**config.mk**
```make
export PLATFORM = sky130hd
export DESIGN_NAME = regfile_scb
export DESIGN_NICKNAME = d
export VERILOG_FILES = /design/src/rtl/regfile_scb.sv
export SDC_FILE = /design/constraint.sdc
export NUM_CORES = 2
export LEC_CHECK = 0
export ABC_AREA = 0
export CAP_MARGIN = 20
export CORE_UTILIZATION = 62
export DETAILED_ROUTE_END_ITERATION = 12
export PLACE_DENSITY = 0.89
export SLEW_MARGIN = 10
export SYNTH_ARGS = -nofsm -noshare
export SYNTH_HDL_FRONTEND = slang
export SYNTH_SLANG_ARGS = --single-unit
```
**constraint.sdc**
```tcl
create_clock -name i_clk -period 43.9 [get_ports i_clk]
set_input_delay 10.975 -clock i_clk [delete_from_list [all_inputs] [get_ports i_clk]]
set_output_delay 10.975 -clock i_clk [all_outputs]
set_load 0.005 [all_outputs]
```
**src/rtl/regfile_scb.sv**
```systemverilog
// regfile_scb: integer register file with NUM_RD independent combinational read
// ports and a per-register pending (scoreboard) bit for the issue stage.
// x0 reads as zero and is never pending.
// Optional feature macro: REGFILE_BYPASS_EN. When it is defined, a read of the
// register being written this cycle returns the write data and reports not busy.
module regfile_scb #(
  parameter int DATA_W = 32,
  parameter int ADDR_W = 5,
  parameter int NUM_RD = 2
) (
  input  logic                     i_clk,
  input  logic                     i_rst,
  input  logic [NUM_RD*ADDR_W-1:0] i_rs_addr,
  output logic [NUM_RD*DATA_W-1:0] o_rs_data,
  output logic [NUM_RD-1:0]        o_rs_busy,
  input  logic                     i_rd_wren,
  input  logic [ADDR_W-1:0]        i_rd_addr,
  input  logic [DATA_W-1:0]        i_rd_data,
  input  logic                     i_alloc_valid,
  input  logic [ADDR_W-1:0]        i_alloc_addr,
  output logic                     o_alloc_ready,
  input  logic                     i_flush,
  output logic [ADDR_W:0]          o_busy_cnt
);

  localparam int DEPTH = 1 << ADDR_W;
  localparam int CNT_W = ADDR_W + 1;

  // Entry 0 is reset and never written, so it stays zero and is pruned.
  logic [DATA_W-1:0] regs [DEPTH];
  logic [DEPTH-1:0]  pend;
  logic [CNT_W-1:0]  busy_cnt;

  logic wr_en;
  logic alloc_pend;
  logic alloc_ready;
  logic alloc_set;
  logic cnt_inc;
  logic cnt_dec;

  logic [ADDR_W-1:0] rs_addr [NUM_RD];
  logic [NUM_RD-1:0] byp_hit;

  // Handshake and scoreboard-count bookkeeping for the current cycle.
  always_comb begin
    wr_en       = i_rd_wren && (i_rd_addr != '0);
    alloc_pend  = pend[i_alloc_addr];
    // Ready never looks at i_alloc_valid, so valid has no path to any output.
    alloc_ready = !i_flush &&
                  (!alloc_pend || (i_rd_wren && (i_rd_addr == i_alloc_addr)));
    alloc_set   = i_alloc_valid && alloc_ready && (i_alloc_addr != '0);
    // Count tracks the population of pend: +1 only on a 0->1 transition,
    // -1 only when a write clears a set bit that an alloc is not re-setting.
    cnt_inc     = alloc_set && !alloc_pend;
    cnt_dec     = wr_en && pend[i_rd_addr] &&
                  !(alloc_set && (i_alloc_addr == i_rd_addr));
  end

  // Register storage: writes to x0 are dropped.
  always_ff @(posedge i_clk or posedge i_rst) begin
    if (i_rst) begin
      for (int unsigned i = 0; i < DEPTH; i++) begin
        regs[i] <= '0;
      end
    end else if (wr_en) begin
      regs[i_rd_addr] <= i_rd_data;
    end
  end

  // Pending bits: write clears, accepted alloc sets (alloc wins on a tie),
  // flush clears everything.
  always_ff @(posedge i_clk or posedge i_rst) begin
    if (i_rst) begin
      pend <= '0;
    end else if (i_flush) begin
      pend <= '0;
    end else begin
      if (wr_en) begin
        pend[i_rd_addr] <= 1'b0;
      end
      if (alloc_set) begin
        pend[i_alloc_addr] <= 1'b1;
      end
    end
  end

  // Registered count of pending registers.
  always_ff @(posedge i_clk or posedge i_rst) begin
    if (i_rst) begin
      busy_cnt <= '0;
    end else if (i_flush) begin
      busy_cnt <= '0;
    end else begin
      case ({cnt_inc, cnt_dec})
        2'b10:   busy_cnt <= busy_cnt + CNT_W'(1);
        2'b01:   busy_cnt <= busy_cnt - CNT_W'(1);
        default: busy_cnt <= busy_cnt;
      endcase
    end
  end

  // Unpack read addresses and decide per-port forwarding.
  always_comb begin
    byp_hit = '0;
    for (int unsigned k = 0; k < NUM_RD; k++) begin
      rs_addr[k] = i_rs_addr[k*ADDR_W +: ADDR_W];
`ifdef REGFILE_BYPASS_EN
      // Gated by reset so reads stay zero while reset is held.
      byp_hit[k] = !i_rst && wr_en && (i_rd_addr == rs_addr[k]);
`endif
    end
  end

  // Combinational read ports.
  always_comb begin
    o_rs_data = '0;
    o_rs_busy = '0;
    for (int unsigned k = 0; k < NUM_RD; k++) begin
      if (rs_addr[k] == '0) begin
        o_rs_data[k*DATA_W +: DATA_W] = '0;
        o_rs_busy[k]                  = 1'b0;
      end else if (byp_hit[k]) begin
        o_rs_data[k*DATA_W +: DATA_W] = i_rd_data;
        o_rs_busy[k]                  = 1'b0;
      end else begin
        o_rs_data[k*DATA_W +: DATA_W] = regs[rs_addr[k]];
        o_rs_busy[k]                  = pend[rs_addr[k]];
      end
    end
  end

  assign o_alloc_ready = alloc_ready;
  assign o_busy_cnt    = busy_cnt;

endmodule

```
==> impl_metrics.yaml <==
yosys:
  syn_nets: 3575
  synth_edf_count: 0
  ys_async_sr_fraction_pct: 100
  synth_cells: 3513
  syn-cell-area_um2: 56900
  avgSynthCellArea_um2: 16.2
  yosysWarnings: 0
  synth-seq-cells: 1062
  ys.flop_type: "dfrtp_1"
  seq_area_frac_synth_pct: 46.7
  yosys.cell_types.count: 48
global_routing:
  busiest_layer: "met2"
  antenna_found_initial: 8
  first_global_vias: 37200
  met3_usage_pct: 9.16
  grt_max_degree: 184
  grt_usage_pct: 35.2
  met1_usage_pct: 46.4
  grt_pass1_wl_mm: 241
  grt_overflow: 0
  grt_use_met2_pct: 53.8
pwr:
  seqPwrFrac_pct: 44.5
  peakVddDrop_mv: 0.0322
  switching_share_pct: 26.2
  power_frac_comb_pct: 20.9
  switchingPower_uw: 766
  intPower_uw: 2160
  p_clk_share_pct: 34.6
  leakagePower_uw: 0.0269
  power_density_nw_per_um2: 46.6
sta:
  finalCritPeriodShare_pct: 61.7
  slew_headroom_pct: 26.1
  setup_violations: 0
  setup_tns_ns: 0
  fin_skew_ns: 0.0235
  tightestPinTransition_ns: 1.11
  finalCriticalPeriod_ns: 27.09
  rsz0062_at_grt: "no"
  hold_viol_final: 0
  max_freq_ghz: 0.0369
  drv_slew: 0
detailed_routing:
  drt_pass1_iterations: 6
  drtIter0Drc: 4702
  drc: 0
  totalWireLength_mm: 159
  routed_via_density: 7.56
  vias: 35400
  routedWlPerCell_um: 34.1
  ant_nets: 0
job:
  drv_cap: 0
setup_path:
  path_cells: "buf_8 > buf_4 > buf_4 > buf_4 > mux4_2 > mux4_2 > mux2i_1 > nor2_1 > clkdlybuf4s50_1"
  rr_worst_depth: 12
  crit_end: "o_rs_data[46]"
  critical_path.max_stage_delay_ns: 0.81
  cpMostUsedCell: "buf_4"
  reg2reg_to: "o_busy_cnt[5]"
  cp_max_fo: 55
  reg2reg_from: "pend[28]"
  slowest_stage: "buf_4"
  critPathBufInv: 5
  arrival_ns: 16.12
  ff2ff_setup_slack_ns: 39.85
  worst-setup-path-type: "input pin to output pin"
  path_delay_family: "buffers and inverters"
  start_kind: "input pin"
  crit_cells: 9
  end_kind: "output pin"
  required_ns: 32.92
  crit_start: "i_rs_addr[5]"
clock_tree:
  cts_num_sinks: 1062
  cts.path.max_buffers: 3
  cts_htree_levels: 3
  path_clk_slew_ns: 0.06
  cts-resized-gates: 0
  hold_buffers: 0
  cts_tree: "done"
  cts_root_buffer: "clkbuf_16"
  cts_buffers: 106
  clk_latency_ns: 0.69
  post_cts_buffers: 0
die:
  die_y_um: 305
  ioPinCount: 130
  fp.dieW_um: 305
  row_count: 110
  start_util_pct: 62.9
  design.core.area_um2: 90400
  die_area_um2: 92900
placement:
  gp_congestion: 0.928
  port_buffers: 129
  place_area_um2: 58700
  dp_hpwl_mm: 83.9
final_layout:
  fillerInstances: 5275
  area_growth_pct: 10.5
  drive_above_1_share_pct: 55.7
  fin_nets: 3467
  final_area_um2: 62800
  final_cell_mix: "dfrtp_1 (1062), mux2_2 (992), mux4_2 (663), clkdlybuf4s50_1 (119), clkbuf_16 (109)"
  final_common_cell: "dfrtp_1"
worst_hold_path:
  hp-class: "flop to flop"
status:
  status: "complete, no violations"
[cells in the mapped netlist, types with 7 or more instances]
library cell	instances	area [um^2]
nor3_1	11	55.1
mux4_2	663	14900
a21oi_1	11	55.1
nand3b_1	19	143
mux2i_1	92	921
o32ai_1	12	105
buf_1	96	360
o221ai_1	7	61.3
inv_1	22	82.6
mux2_2	992	11200
nand3_1	11	55.1
clkbuf_1	274	1030
nand2_1	24	90.1
buf_2	29	145
nor2_1	96	360
o21ai_0	19	95.1
dfrtp_1	1062	26600
[kinds of logic (layout without fill, tap and decap cells)]
| family | count (synthesis) | count (layout) | synth area share (%) |
|---|---|---|---|
| DFF | 1062 | 1062 | 46.7 |
| buffers and inverters | 428 | 411 | 2.97 |
| xor gates and xnor gates | 8 | 8 | 0.123 |
| AOI/OAI and AO/OA | 73 | 73 | 0.891 |
| muxes | 1749 | 1749 | 47.6 |
| adders and majority gates | 5 | 5 | 0.123 |
| other | 0 | 4 | 0 |
| and+or+nand+nor | 188 | 188 | 1.58 |
[metrics by stage]
stage          utilization (%)  hold slack [ns]  setup WS, ns  total power [uW]  instances
5_1_grt                   69.5            0.407         16.41              3020       4675
3_5_place_dp              64.9            0.383         16.75              1910       4465
6_report                  69.5            0.393         16.81              2930       4676
2_1_floorplan                -            0.441          3.03              1720       3513
3_3_place_gp              64.9            0.376         16.77              1870       4464
4_1_cts                   69.3            0.398         16.74              2920       4664
[layout make-up]
| cell class | instances | area, um^2 | share of cell area (%) |
|---|---|---|---|
| multi-input cells | 2023 | 28800 | 45.9 |
| flip-flops and latches | 1062 | 26600 | 42.3 |
| diodes | 4 | 10.0 | 0.0159 |
| clock buffers | 147 | 3080 | 4.90 |
| inverters | 22 | 90.1 | 0.143 |
| repair buffers | 190 | 1910 | 3.04 |
| clock inverters | 52 | 840 | 1.34 |
| well taps | 1176 | 1470 | 2.34 |
[state kept, by name, indices dropped and copies added (netlist names)]
name and cells:
pend 32, o_busy_cnt 6, regs 1024
[power groups by stage]
stage	logic [uW]	clock network (uW)	registers (uW)
finish	612	1010	1300
global route	645	1060	1320
CTS	609	1020	1290
detailed placement	602	0	1300
global placement	582	0	1280
floorplan	464	0	1260
[worst min-delay path by stage]
stage | slack, ns | cells past startpoint | to | from
final | 0.39 | 0 | regs[1000] | regs[1000]
after global placement | 0.38 | 0 | regs[1016] | regs[1016]
after detailed placement | 0.38 | 0 | regs[1018] | regs[1018]
after global routing | 0.41 | 0 | regs[1006] | regs[1006]
after floorplan | 0.44 | 1 | regs[1000] | regs[1000]
after CTS | 0.40 | 0 | regs[996] | regs[996]
[layer usage]
metal  wire (um)  vias up
li1            -    13500
met1       56900    18900
met2       76000     2292
met3       16900      614
met4        9500       10
met5          65        -
(Power assumes the default switching activity.)
